### src/rtl/store_buffer_if.sv
// store_buffer_if: MEM-stage store/load handshake into the store buffer
interface store_buffer_if;
  logic        st_valid;
  logic [31:0] st_addr;
  logic [31:0] st_data;
  logic [31:0] st_pc;
  logic        st_ready;
  logic        ld_valid;
  logic [31:0] ld_addr;
  logic [31:0] ld_data;
  logic        ld_hit;
  modport master (
    output st_valid, st_addr, st_data, st_pc, ld_valid, ld_addr,
    input  st_ready, ld_data, ld_hit
  );
  modport slave (
    input  st_valid, st_addr, st_data, st_pc, ld_valid, ld_addr,
    output st_ready, ld_data, ld_hit
  );
endinterface

### src/rtl/store_buffer.sv
// store_buffer: FIFO of full-word stores draining to data memory, with youngest-match load forwarding
module store_buffer #(
  parameter int DEPTH = 4
) (
  input  logic                     clk,
  input  logic                     reset,
  store_buffer_if.slave            sb,
  output logic [31:0]              dm_addr,
  output logic [31:0]              dm_wdata,
  output logic                     dm_wren,
  output logic [31:0]              dm_pc4,
  input  logic [31:0]              dm_rd,
  output logic                     empty,
  output logic [$clog2(DEPTH):0]   count
);
  localparam int AW = $clog2(DEPTH);
  logic [AW-1:0] head_q, head_d, tail_q, tail_d;
  logic [AW:0]   count_q, count_d;
  logic [11:0]   addr_q [DEPTH];
  logic [11:0]   addr_d [DEPTH];
  logic [31:0]   data_q [DEPTH];
  logic [31:0]   data_d [DEPTH];
  logic [31:0]   pc_q   [DEPTH];
  logic [31:0]   pc_d   [DEPTH];
  logic          push, pop, hit;
  logic [31:0]   fwd;
  logic          unused_st_addr;
  assign unused_st_addr = ^{sb.st_addr[31:14], sb.st_addr[1:0]};
  // Port arbitration (loads win), push/pop and next pointer/entry state
  always_comb begin
    empty       = count_q == '0;
    count       = count_q;
    sb.st_ready = count_q != (AW+1)'(DEPTH);
    push        = sb.st_valid && sb.st_ready;
    dm_wren     = !sb.ld_valid && !empty;
    pop         = dm_wren;
    dm_addr     = sb.ld_valid ? sb.ld_addr : {18'b0, addr_q[head_q], 2'b00};
    dm_wdata    = data_q[head_q];
    dm_pc4      = empty ? '0 : pc_q[head_q] + 32'd4;
    head_d      = head_q + AW'(pop);
    tail_d      = tail_q + AW'(push);
    count_d     = count_q + (AW+1)'(push) - (AW+1)'(pop);
    addr_d      = addr_q;
    data_d      = data_q;
    pc_d        = pc_q;
    if (push) begin
      addr_d[tail_q] = sb.st_addr[13:2];
      data_d[tail_q] = sb.st_data;
      pc_d[tail_q]   = sb.st_pc;
    end
  end
  // Forwarding: scan oldest to youngest so the last valid match wins
  always_comb begin
    hit = 1'b0;
    fwd = dm_rd;
    for (int k = 0; k < DEPTH; k++) begin
      if ((AW+1)'(k) < count_q && addr_q[head_q + AW'(k)] == sb.ld_addr[13:2]) begin
        hit = 1'b1;
        fwd = data_q[head_q + AW'(k)];
      end
    end
    sb.ld_hit  = hit && sb.ld_valid;
    sb.ld_data = fwd;
  end
  // Pointers and occupancy; reset discards all pending stores
  always_ff @(posedge clk or negedge reset) begin
    if (!reset) begin
      head_q  <= '0;
      tail_q  <= '0;
      count_q <= '0;
    end else begin
      head_q  <= head_d;
      tail_q  <= tail_d;
      count_q <= count_d;
    end
  end
  // Entry storage needs no reset; occupancy alone decides validity
  always_ff @(posedge clk) begin
    addr_q <= addr_d;
    data_q <= data_d;
    pc_q   <= pc_d;
  end
endmodule

### src/flat_wrapper.sv
// flat-port wrapper written by rule: the top's interface ports become plain ports
module store_buffer_flat 
#(
  parameter int DEPTH = 4
)
  (clk, reset, dm_addr, dm_wdata, dm_wren, dm_pc4, dm_rd, empty, count, sb_st_valid, sb_st_addr, sb_st_data, sb_st_pc, sb_ld_valid, sb_ld_addr, sb_st_ready, sb_ld_data, sb_ld_hit);
  store_buffer_if sb_i ();
  input  logic clk;
  input  logic reset;
  output logic [31:0] dm_addr;
  output logic [31:0] dm_wdata;
  output logic dm_wren;
  output logic [31:0] dm_pc4;
  input  logic [31:0] dm_rd;
  output logic empty;
  output logic [$clog2(DEPTH):0] count;
  input wire logic [$bits(sb_i.st_valid)-1:0] sb_st_valid;
  input wire logic [$bits(sb_i.st_addr)-1:0] sb_st_addr;
  input wire logic [$bits(sb_i.st_data)-1:0] sb_st_data;
  input wire logic [$bits(sb_i.st_pc)-1:0] sb_st_pc;
  input wire logic [$bits(sb_i.ld_valid)-1:0] sb_ld_valid;
  input wire logic [$bits(sb_i.ld_addr)-1:0] sb_ld_addr;
  output wire logic [$bits(sb_i.st_ready)-1:0] sb_st_ready;
  output wire logic [$bits(sb_i.ld_data)-1:0] sb_ld_data;
  output wire logic [$bits(sb_i.ld_hit)-1:0] sb_ld_hit;
  assign sb_i.st_valid = sb_st_valid;
  assign sb_i.st_addr = sb_st_addr;
  assign sb_i.st_data = sb_st_data;
  assign sb_i.st_pc = sb_st_pc;
  assign sb_i.ld_valid = sb_ld_valid;
  assign sb_i.ld_addr = sb_ld_addr;
  assign sb_st_ready = sb_i.st_ready;
  assign sb_ld_data = sb_i.ld_data;
  assign sb_ld_hit = sb_i.ld_hit;
  store_buffer #(.DEPTH(DEPTH)) u_core (.clk(clk), .reset(reset), .sb(sb_i), .dm_addr(dm_addr), .dm_wdata(dm_wdata), .dm_wren(dm_wren), .dm_pc4(dm_pc4), .dm_rd(dm_rd), .empty(empty), .count(count));
endmodule
### config.mk
export PLATFORM = sky130hd
export DESIGN_NAME = store_buffer_flat
export DESIGN_NICKNAME = d
export VERILOG_FILES = /design/src/rtl/store_buffer_if.sv /design/src/rtl/store_buffer.sv /design/src/flat_wrapper.sv
export SDC_FILE = /design/constraint.sdc
export NUM_CORES = 1
export LEC_CHECK = 0
export ABC_AREA = 1
export BUFFER_PORTS_ARGS = -buffer_cell sky130_fd_sc_hd__buf_2
export CAP_MARGIN = 20
export CORE_ASPECT_RATIO = 0.7
export CORE_UTILIZATION = 52
export DETAILED_ROUTE_END_ITERATION = 16
export MAX_ROUTING_LAYER = met4
export PLACE_DENSITY = 0.84
export SLEW_MARGIN = 10
export SYNTH_ARGS = -nofsm -noshare
export SYNTH_HDL_FRONTEND = slang
export SYNTH_SLANG_ARGS = --single-unit
### constraint.sdc
create_clock -name clk -period 5.8 [get_ports clk]
set_input_delay 1.16 -clock clk [delete_from_list [all_inputs] [get_ports clk]]
set_output_delay 1.16 -clock clk [all_outputs]
set_load 0.03 [all_outputs]
==> summary by stage, run 1 <==
Setup path
The highest fanout seen on the critical path is 67. The kind of cell with the highest combined delay along the critical path is buffers and inverters. In this design, the stage delay of the slowest critical-path cell is 0.71 ns.

The worst setup path is launched from a flop. The most numerous cell on the critical path is nand2_1. The number of buffers and inverters on the critical path is 5.

The standard cell with the maximum stage delay on the critical path is dfrtp_4. Data on the critical path arrives at its endpoint at 4.36 ns. The critical path depth is 19.

The kind of end point of the critical path is a primary output. The required time of the worst setup path is 4.64 ns. The signal on the critical path passes through inv_2 -> buf_6 -> nand2_1 -> nand3_1 -> nand2_1 -> nand2_1 -> nand2_1 -> nor2_1 -> nand2_1 -> nor2_2 -> buf_4 -> nand2_1 -> buf_4 -> nand2_1 -> nand3_1 -> nand3_1 -> nand2_1 -> nand2_1 -> buf_2. Counting cells, the worst reg-to-reg path comes to 6.

The kind of critical path is reg2out.

Global routing
The number of global-route vias before repair is 15700. The wire length of the first global-routing pass is 81.1 mm. Across every metal layer, demand over resource in global routing totals 28.9%. The total grt overflow is 0. The number of antenna violations at the first check in global routing came to 11. Entering global routing, the biggest net connects 196 pins.

Clock tree
The H-tree depth is 1. The clock edge transition at the registers on the reported setup and hold paths is 0.06 ns. The tree is rooted in a clkbuf_16. The clock latency at the later pin of the worst-skew pair is 0.59 ns. The clock tree from TritonCTS is yes.

The tree built by TritonCTS fans out to 311 sinks. The buffer depth of the longest clock path is 3. The number of CTS-inserted buffers is 31. The number of hold buffers added after cts is 0.

Final layout
The library cell used most frequently in the layout, excluding fill and tap cells, is nand2_1. The utilization after layout is 60.7%. Relative to the synthesized area, the layout overhead comes to 14.0%. In the final design database the tool counted 2664 nets. The share of post-route cells with drive strength above 1 is 15.1%.

The library cells used most frequently in the layout, excluding fill and tap cells, are nand2_1, edfxtp_1, buf_2. After filler insertion, the fill cell instance count of the layout stands at 2917. The number of cells in the finished layout apart from fillers is 3003.

Yosys
The cell count after synthesis came out at 2275. In the synthesized netlist, mux cells make up 3.45% of the area. The synthesized netlist contains 38 unique library cells. The number of enable flip-flop cells after synthesis is 304. The share of Yosys cell area claimed by the top area cell type is 49.2%. Sorting the synthesized cells by area gives the leading types as edfxtp_1, nand2_1, nand3_1. The number of nets in the synthesized netlist is 2447. The simple-gate area share of the yosys netlist is 27.3%. The sequential area share after synthesis is 50.1%. The average size of a mapped cell is 8.16 sq um. The synthesized design contains 311 register bits. The dominant register cell in the synthesized netlist is edfxtp_1. After Yosys synthesis, full adders, half adders and majority gates account for 0.580% of the synthesized area. The synthesized netlist devotes 8.40% of its cell area to compound gates.

In this run the cell area of the synthesized design comes to 18600 sq um. The biggest area contributor in the post-synthesis netlist is edfxtp_1. Of the total synthesized cell area, the portion taken by XOR and XNOR cells is 0.897%. The fraction of registers with async set/reset is 2.25%. The Yosys step of the flow raised 0 warnings.

After synthesis, the largest family of logic cells by area is simple AND/OR/NAND/NOR gates.

Timing
The achievable frequency is 181 MHz. The smallest clock period supported by the final layout is computed as 5.52 ns. The final setup violation count is 0. The count of final max-slew check failures is 0.

The clock skew is 0.0181 ns. The number of hold violations in the final report is 0. The slew of the pin with the lowest slew margin is 0.795 ns.

Of the available clock period, the critical path in the final layout requires 95.2%. In this run the tightest slew margin relative to its limit is 47.0%. Setup repair after global routing left no endpoint under its margin.

Floorplan
The floorplan die area is 36500 sq um. For this design the top-level I/O count stands at 299. The floorplan die width is 228 microns. The die is 160 microns tall. The placeable core region is 34900 sq um. The initial standard-cell utilization of the core is 53.2%. The standard-cell row count is 57.

Pwr
Per report_power, the sequential group accounts for 28.2% of the total. The worst-case IR drop observed on VDD is 0.562 mV. The part of the power in combinational logic is 55.3%.

The net switching power of the design is 0.00567 W. The internal power summed over all cells is 0.00570 W. In this run the power density over the cells is 537 nW/um^2. In this run switching power makes up 49.9% of total power. The design draws 0.0114 W.

The leakage power figure is 9.73 nW. The relative contribution of the clock network to total power is 16.5%.

Placement
Port buffering added 278 buffers. The detailed-placement wirelength estimate is 34.3 mm. The placed cell count is 2930. The weighted congestion at the end of routability-driven global placement is 0.932.

Routing
The count of nets left with antenna violations once routing finished came out at 0. The detail-routed net length per standard cell is 17.6 microns. The detailed-router iteration count before antenna repair is 7. In the routed design, unresolved DRC markers number 0. The total detailed-routing wirelength is 52.8 mm.

For this block, the via count after detailed routing is 16700. In the routed layout, each cell is associated on average with a via count of 5.55. The violation count after the first detailed-route iteration is 1721.

Worst hold path
In this run the worst hold path is classified as in2async.

Flow run
The number of max-cap violations is 0.

Outcome
The run finished with clean final reports.
path summary, 6_finish.rpt:
check | slack [ns] | to | from
max | 0.28 | sb_ld_data[6] | u_core.head_q[0]$_DFF_PN0_
min | 0.38 | u_core.tail_q[0]$_DFF_PN0_ | reset
max reg2reg | 3.22 | u_core.data_q[25]$_DFFE_PP_ | u_core.count[1]$_DFF_PN0_
min reg2reg | 0.56 | u_core.tail_q[1]$_DFF_PN0_ | u_core.tail_q[1]$_DFF_PN0_
max in group asynchronous | 5.25 | u_core.head_q[0]$_DFF_PN0_ | reset
min in group clk | 0.56 | u_core.tail_q[1]$_DFF_PN0_ | u_core.tail_q[1]$_DFF_PN0_
metal layers:
layer / share of wire, % / track usage, % / wire [microns]
met5: 0 / - / 0
met2: 46 / 45.3 / 24200
met3: 9.8 / 5.36 / 5150
met1: 41 / 37.4 / 21700
met4: 3.2 / 10.8 / 1700
metrics by stage:
step / cell area, sq um / hold slack (ns) / TNS, ns / worst slack, ns
floorplan: 18600 / 0.485 / -377.36 / -1.24
global placement: 20100 / 0.536 / 0 / 0.923
detailed placement: 20100 / 0.541 / 0 / 0.795
CTS: 21100 / 0.370 / 0 / 0.154
global route: 21100 / 0.372 / 0 / 0.0109
finish: 21200 / 0.384 / 0 / 0.278
cells in the mapped netlist (2+ instances only):
library cell and n:
nor3_2 2, clkbuf_1 43, o2111ai_1 32, buf_2 48
buf_1 8, nand2_1 776, nor3b_1 2, a21oi_1 14
a22oi_1 17, clkinv_1 2, nor3_1 19, nor2_4 3
o21ai_0 191, a211oi_1 2, nand4_1 14, edfxtp_1 304
ha_1 7, mux2i_1 64, nor2_2 6, nand3_1 231
inv_1 266, nand2_4 2, dfrtp_1 7, xor2_1 18
o211ai_1 4, nand3b_1 33, buf_6 14, nor2_1 110
nand2_2 4, o21ai_1 11, buf_4 14
cell families (layout without fill, tap and decap cells):
family	Yosys count	in the layout
AO/OA/AOI/OAI	274	274
XOR/XNOR	19	19
adder cells (fa/ha/maj)	8	8
buffers and inverters	397	639
flip-flops	311	311
multiplexers	64	64
other	0	14
AND/OR/NAND/NOR	1202	1202
final cells by class:
class                   count  area [sq um]  area share (%)
clock buffers              39           806            3.81
inverters                 270          1020            4.80
diodes                     14          35.0           0.166
well taps                 472           591            2.79
flip-flops and latches    311          9310            44.0
multi-input cells        1567          7580            35.8
clock inverters            19           138           0.651
repair buffers            311          1680            7.94
repair_timing:
item	CTS	global route
endpoints found under the setup margin	0	28
setup buffers	0	0
resized for setup	0	4
endpoints found under the hold margin	0	0
power by group through the flow:
| stage | combinational (W) | clock [W] | sequential, W |
|---|---|---|---|
| 6_report | 0.00628 | 0.00188 | 0.00320 |
| 5_1_grt | 0.00689 | 0.00199 | 0.00324 |
| 4_1_cts | 0.00616 | 0.00191 | 0.00319 |
| 3_5_place_dp | 0.00613 | 0 | 0.00324 |
| 3_3_place_gp | 0.00597 | 0 | 0.00321 |
| 2_1_floorplan | 0.00461 | 0 | 0.00323 |
sequential cells by signal (all words and copies together), names as in the netlist:
signal         flops
u_core.data_q    128
u_core.pc_q      128
u_core.addr_q     48
u_core.count       3
u_core.head_q      2
u_core.tail_q      2
No activity file was read; power rests on OpenSTA's default activity.
==> inputs of run 2 (changes only) <==
--- a/config.mk
+++ b/config.mk
@@ -12,7 +12,7 @@
 export CORE_UTILIZATION = 52
 export DETAILED_ROUTE_END_ITERATION = 16
 export MAX_ROUTING_LAYER = met4
-export PLACE_DENSITY = 0.84
+export PLACE_DENSITY = 0.77
 export SLEW_MARGIN = 10
 export SYNTH_ARGS = -nofsm -noshare
 export SYNTH_HDL_FRONTEND = slang
==> run 2 against run 1 <==
Wire length shrank 1.5%. Utilization increased by 0.58 points. Highest routed layer unchanged. Sequential power decreased by 1%. Clock-buffer cell count grew 5. Clock power grew 20%. Register-to-register slack hardly changed. Largest cell class unchanged. Via count fell by 0.95%. Non-clock buffer count increased by 2. Largest power group unchanged. Total power rose by 2.6%.
==> summary by stage, run 2 (synthesis gave the netlist of run 1 again) <==
Setup path
The largest incremental delay on the critical path is 0.56 ns. The number of cell instances on the worst register-to-register path is 6. The most numerous cell on the critical path is nand2_1. The standard cell with the maximum stage delay on the critical path is dfrtp_4. The register-to-register setup slack is 3.21 ns. The critical path ends at dm_pc4[20]. The type of element launching the critical path is a flop. The critical register-to-register path endpoint is u_core.data_q[62]$_DFFE_PP_. Tracing the worst setup path back leads to its startpoint at u_core.head_q[0]$_DFF_PN0_.

The buffers plus inverters on the worst setup path is 5. Traced cell by cell, the critical path runs through inv_2 -> nand2_1 -> buf_4 -> clkinv_1 -> buf_4 -> nand2_1 -> nand2_1 -> ha_1 -> nand2_1 -> nor2_1 -> nand2_1 -> nor2_2 -> nand2_1 -> nor3_1 -> nor2_1 -> nor2_1 -> buf_2. The critical path depth is 17. For the worst setup path, the data arrival time is 4.35 ns.

The critical path is of the reg2out type. The origin of the critical flop-to-flop path is u_core.count[1]$_DFF_PN0_. In this run the worst path has a maximum fanout of 26.

The required time of the worst setup path is 4.64 ns. STA classifies the critical path endpoint as a primary output. Broken down by cell family, the worst path's largest delay share belongs to simple AND/OR/NAND/NOR gates.

Pwr
Summed over all cells, the static leakage comes to 9.81 nW. Overall power consumption after layout is estimated at 0.0117 W. Across the VDD grid, the largest voltage drop is 0.510 mV. The power per standard cell area is 546 nW/um^2.

Timing
The final setup violation count is 0. Setup repair after global routing left no endpoint under its margin. The clock skew is 0.0147 ns. Setup slack closes at 0.289 ns. The number of hold violations in the final report is 0. The count of final max-slew check failures came to 0. For the pin with the worst max-slew slack, the measured transition is 0.882 ns. The worst path in the final design needs a cycle of 5.51 ns, including I/O delays and setup. In the final timing run, aggregate negative setup slack is 0 ns.

For this run, the top clock speed supported by timing is 181 MHz. In this run the tightest slew margin relative to its limit is 41.0%. The worst path uses 95.0% of the clock period.

Outcome
The flow ran to the end, and the final reports show no timing, DRC or antenna violations.

Global routing
The overall global routing resource usage is 28.8%. For this run the aggregate overflow at the end of global routing stands at 0. The wire length of the first global-routing pass is 80.9 mm. The number of global-route vias before repair was 15600. The number of antenna violations at the first check in global routing is 13. Entering global routing, the biggest net connects 128 pins.

Routing
The remaining antenna violation count is 0. Routed signal wires occupy layers up through met4. After detailed routing, the average wire length per cell comes to 17.3 microns. The total detailed-routing wirelength is 52.0 mm. The post-detailed-route via-to-cell ratio is 5.49. The sum of met2 wire segment lengths after detailed routing is 24.2 mm. In the final routing, the length of wire on met1 measures 21.5 mm. The remaining design rule violation count is 0. The amount of wire on met3 after detailed routing is 4.86 mm.

For this block, the initial DRC count from the detailed router was 1518. The via total after detailed routing is 16500. The detailed-router iteration count before antenna repair is 5.

Floorplan
The die is 228 microns wide. Row generation in the floorplan step produced 57 rows. The total area inside the core boundary comes to 34900 sq um. The die is 160 microns tall. The floorplan die area is 36500 sq um. The total I/O pin count is 299. Once the floorplan was initialized, standard cells occupied 53.2% of the core.

Clock tree
The clock latency at the later pin of the worst-skew pair is 0.52 ns. The clock tree from TritonCTS is yes. The number of CTS-inserted buffers is 34. The buffer depth of the longest clock path is 3. The clock edge transition at the registers on the reported setup and hold paths is 0.06 ns. The H-tree generated during clock tree synthesis spans 2 levels. For this design, the sink count on the clock tree is 311. The number of buffers added for setup after CTS is 0. The tree is rooted in a clkbuf_16.

Placement
The setup slack after placement is 0.922 ns. The weighted congestion at the end of routability-driven global placement is 0.909. The quantity of I/O buffers inserted on ports is 278. Once detailed placement completed, the half-perimeter wirelength came to 34.3 mm.

Final layout
In the final layout, the registers with the most flip-flops are u_core.data_q x128, u_core.pc_q x128, u_core.addr_q x48. The library cells used most frequently in the layout, excluding fill and tap cells, are nand2_1, edfxtp_1, buf_2. The area added between synthesis and finish is 15.1%. The library cell used most frequently in the layout, excluding fill and tap cells, is nand2_1.

At the end of the flow the core is filled with cells to 61.2%. The share of post-route cells with drive strength above 1 is 15.4%. The final net count is 2669.

Flow run
The tool flagged a number of max-cap violations equal to 0.

Worst hold path
The tightest min-delay check is of the in2async type.
run 2: changes by cell type in the layout (fill, tap and decap cells not counted), sizes merged:
cell / before / now
clkinvlp: 0 / 2
bufinv: 1 / 6
inv: 271 / 269
clkbuf: 40 / 44
buf: 310 / 313
diode: 14 / 13
clkinv: 17 / 10
run 2: how the worst min path moves through the flow:
stage                                          start                         end  slack, ns  cells after the start
final                                          reset   u_core.count[1]$_DFF_PN0_       0.48                      1
after global routing                           reset   u_core.count[0]$_DFF_PN0_       0.48                      1
after CTS                                      reset   u_core.count[0]$_DFF_PN0_       0.46                      1
after detailed placement  u_core.tail_q[1]$_DFF_PN0_  u_core.tail_q[1]$_DFF_PN0_       0.56                      1
after global placement    u_core.tail_q[1]$_DFF_PN0_  u_core.tail_q[1]$_DFF_PN0_       0.53                      1
after floorplan           u_core.tail_q[1]$_DFF_PN0_  u_core.tail_q[1]$_DFF_PN0_       0.49                      1
run 2: area by class of cell:
type	count	area, sq um
repair buffers	313	1680
clock inverters	17	240
fillers	2998	13500
flip-flops and latches	311	9310
inverters	270	1020
well taps	472	591
clock buffers	44	920
diodes	13	32.5
multi-input cells	1567	7580
run 2: what timing repair did:
action / in CTS / in global routing
setup endpoints to repair: 0 / 1
hold endpoints to repair: 0 / 0
hold buffers: 0 / 0
gates resized for setup: 0 / 1
run 2: worst register-to-register path: stages (launching register included):
cell and delay (ns):
dfrtp_1 0.37, inv_1 0.11, nand3_1 0.12, nand2_1 0.18, nor3_2 0.18, buf_4 0.58, buf_4 0.68
run 2: through the flow:
step	hold slack, ns	cells	area (sq um)
after floorplan	0.485	2275	18600
after global placement	0.535	2932	20100
after detailed placement	0.561	2932	20100
after CTS	0.464	2993	21300
after global routing	0.479	3006	21400
final	0.479	3007	21400
run 2: power by group:
part	switching, W	leakage (nW)	total (W)	internal [W]
clock	0.000874	0.562	0.00226	0.00139
combinational	0.00455	6.38	0.00624	0.00169
sequential	0.000178	2.87	0.00316	0.00298
total	0.00561	9.81	0.0117	0.00606
run 2: layer usage:
layer | track usage, % | up-vias
li1 | - | 8008
met1 | 36.6 | 7615
met2 | 46.1 | 774
met3 | 5.32 | 126
met4 | 10.5 | 0
met5 | - | -
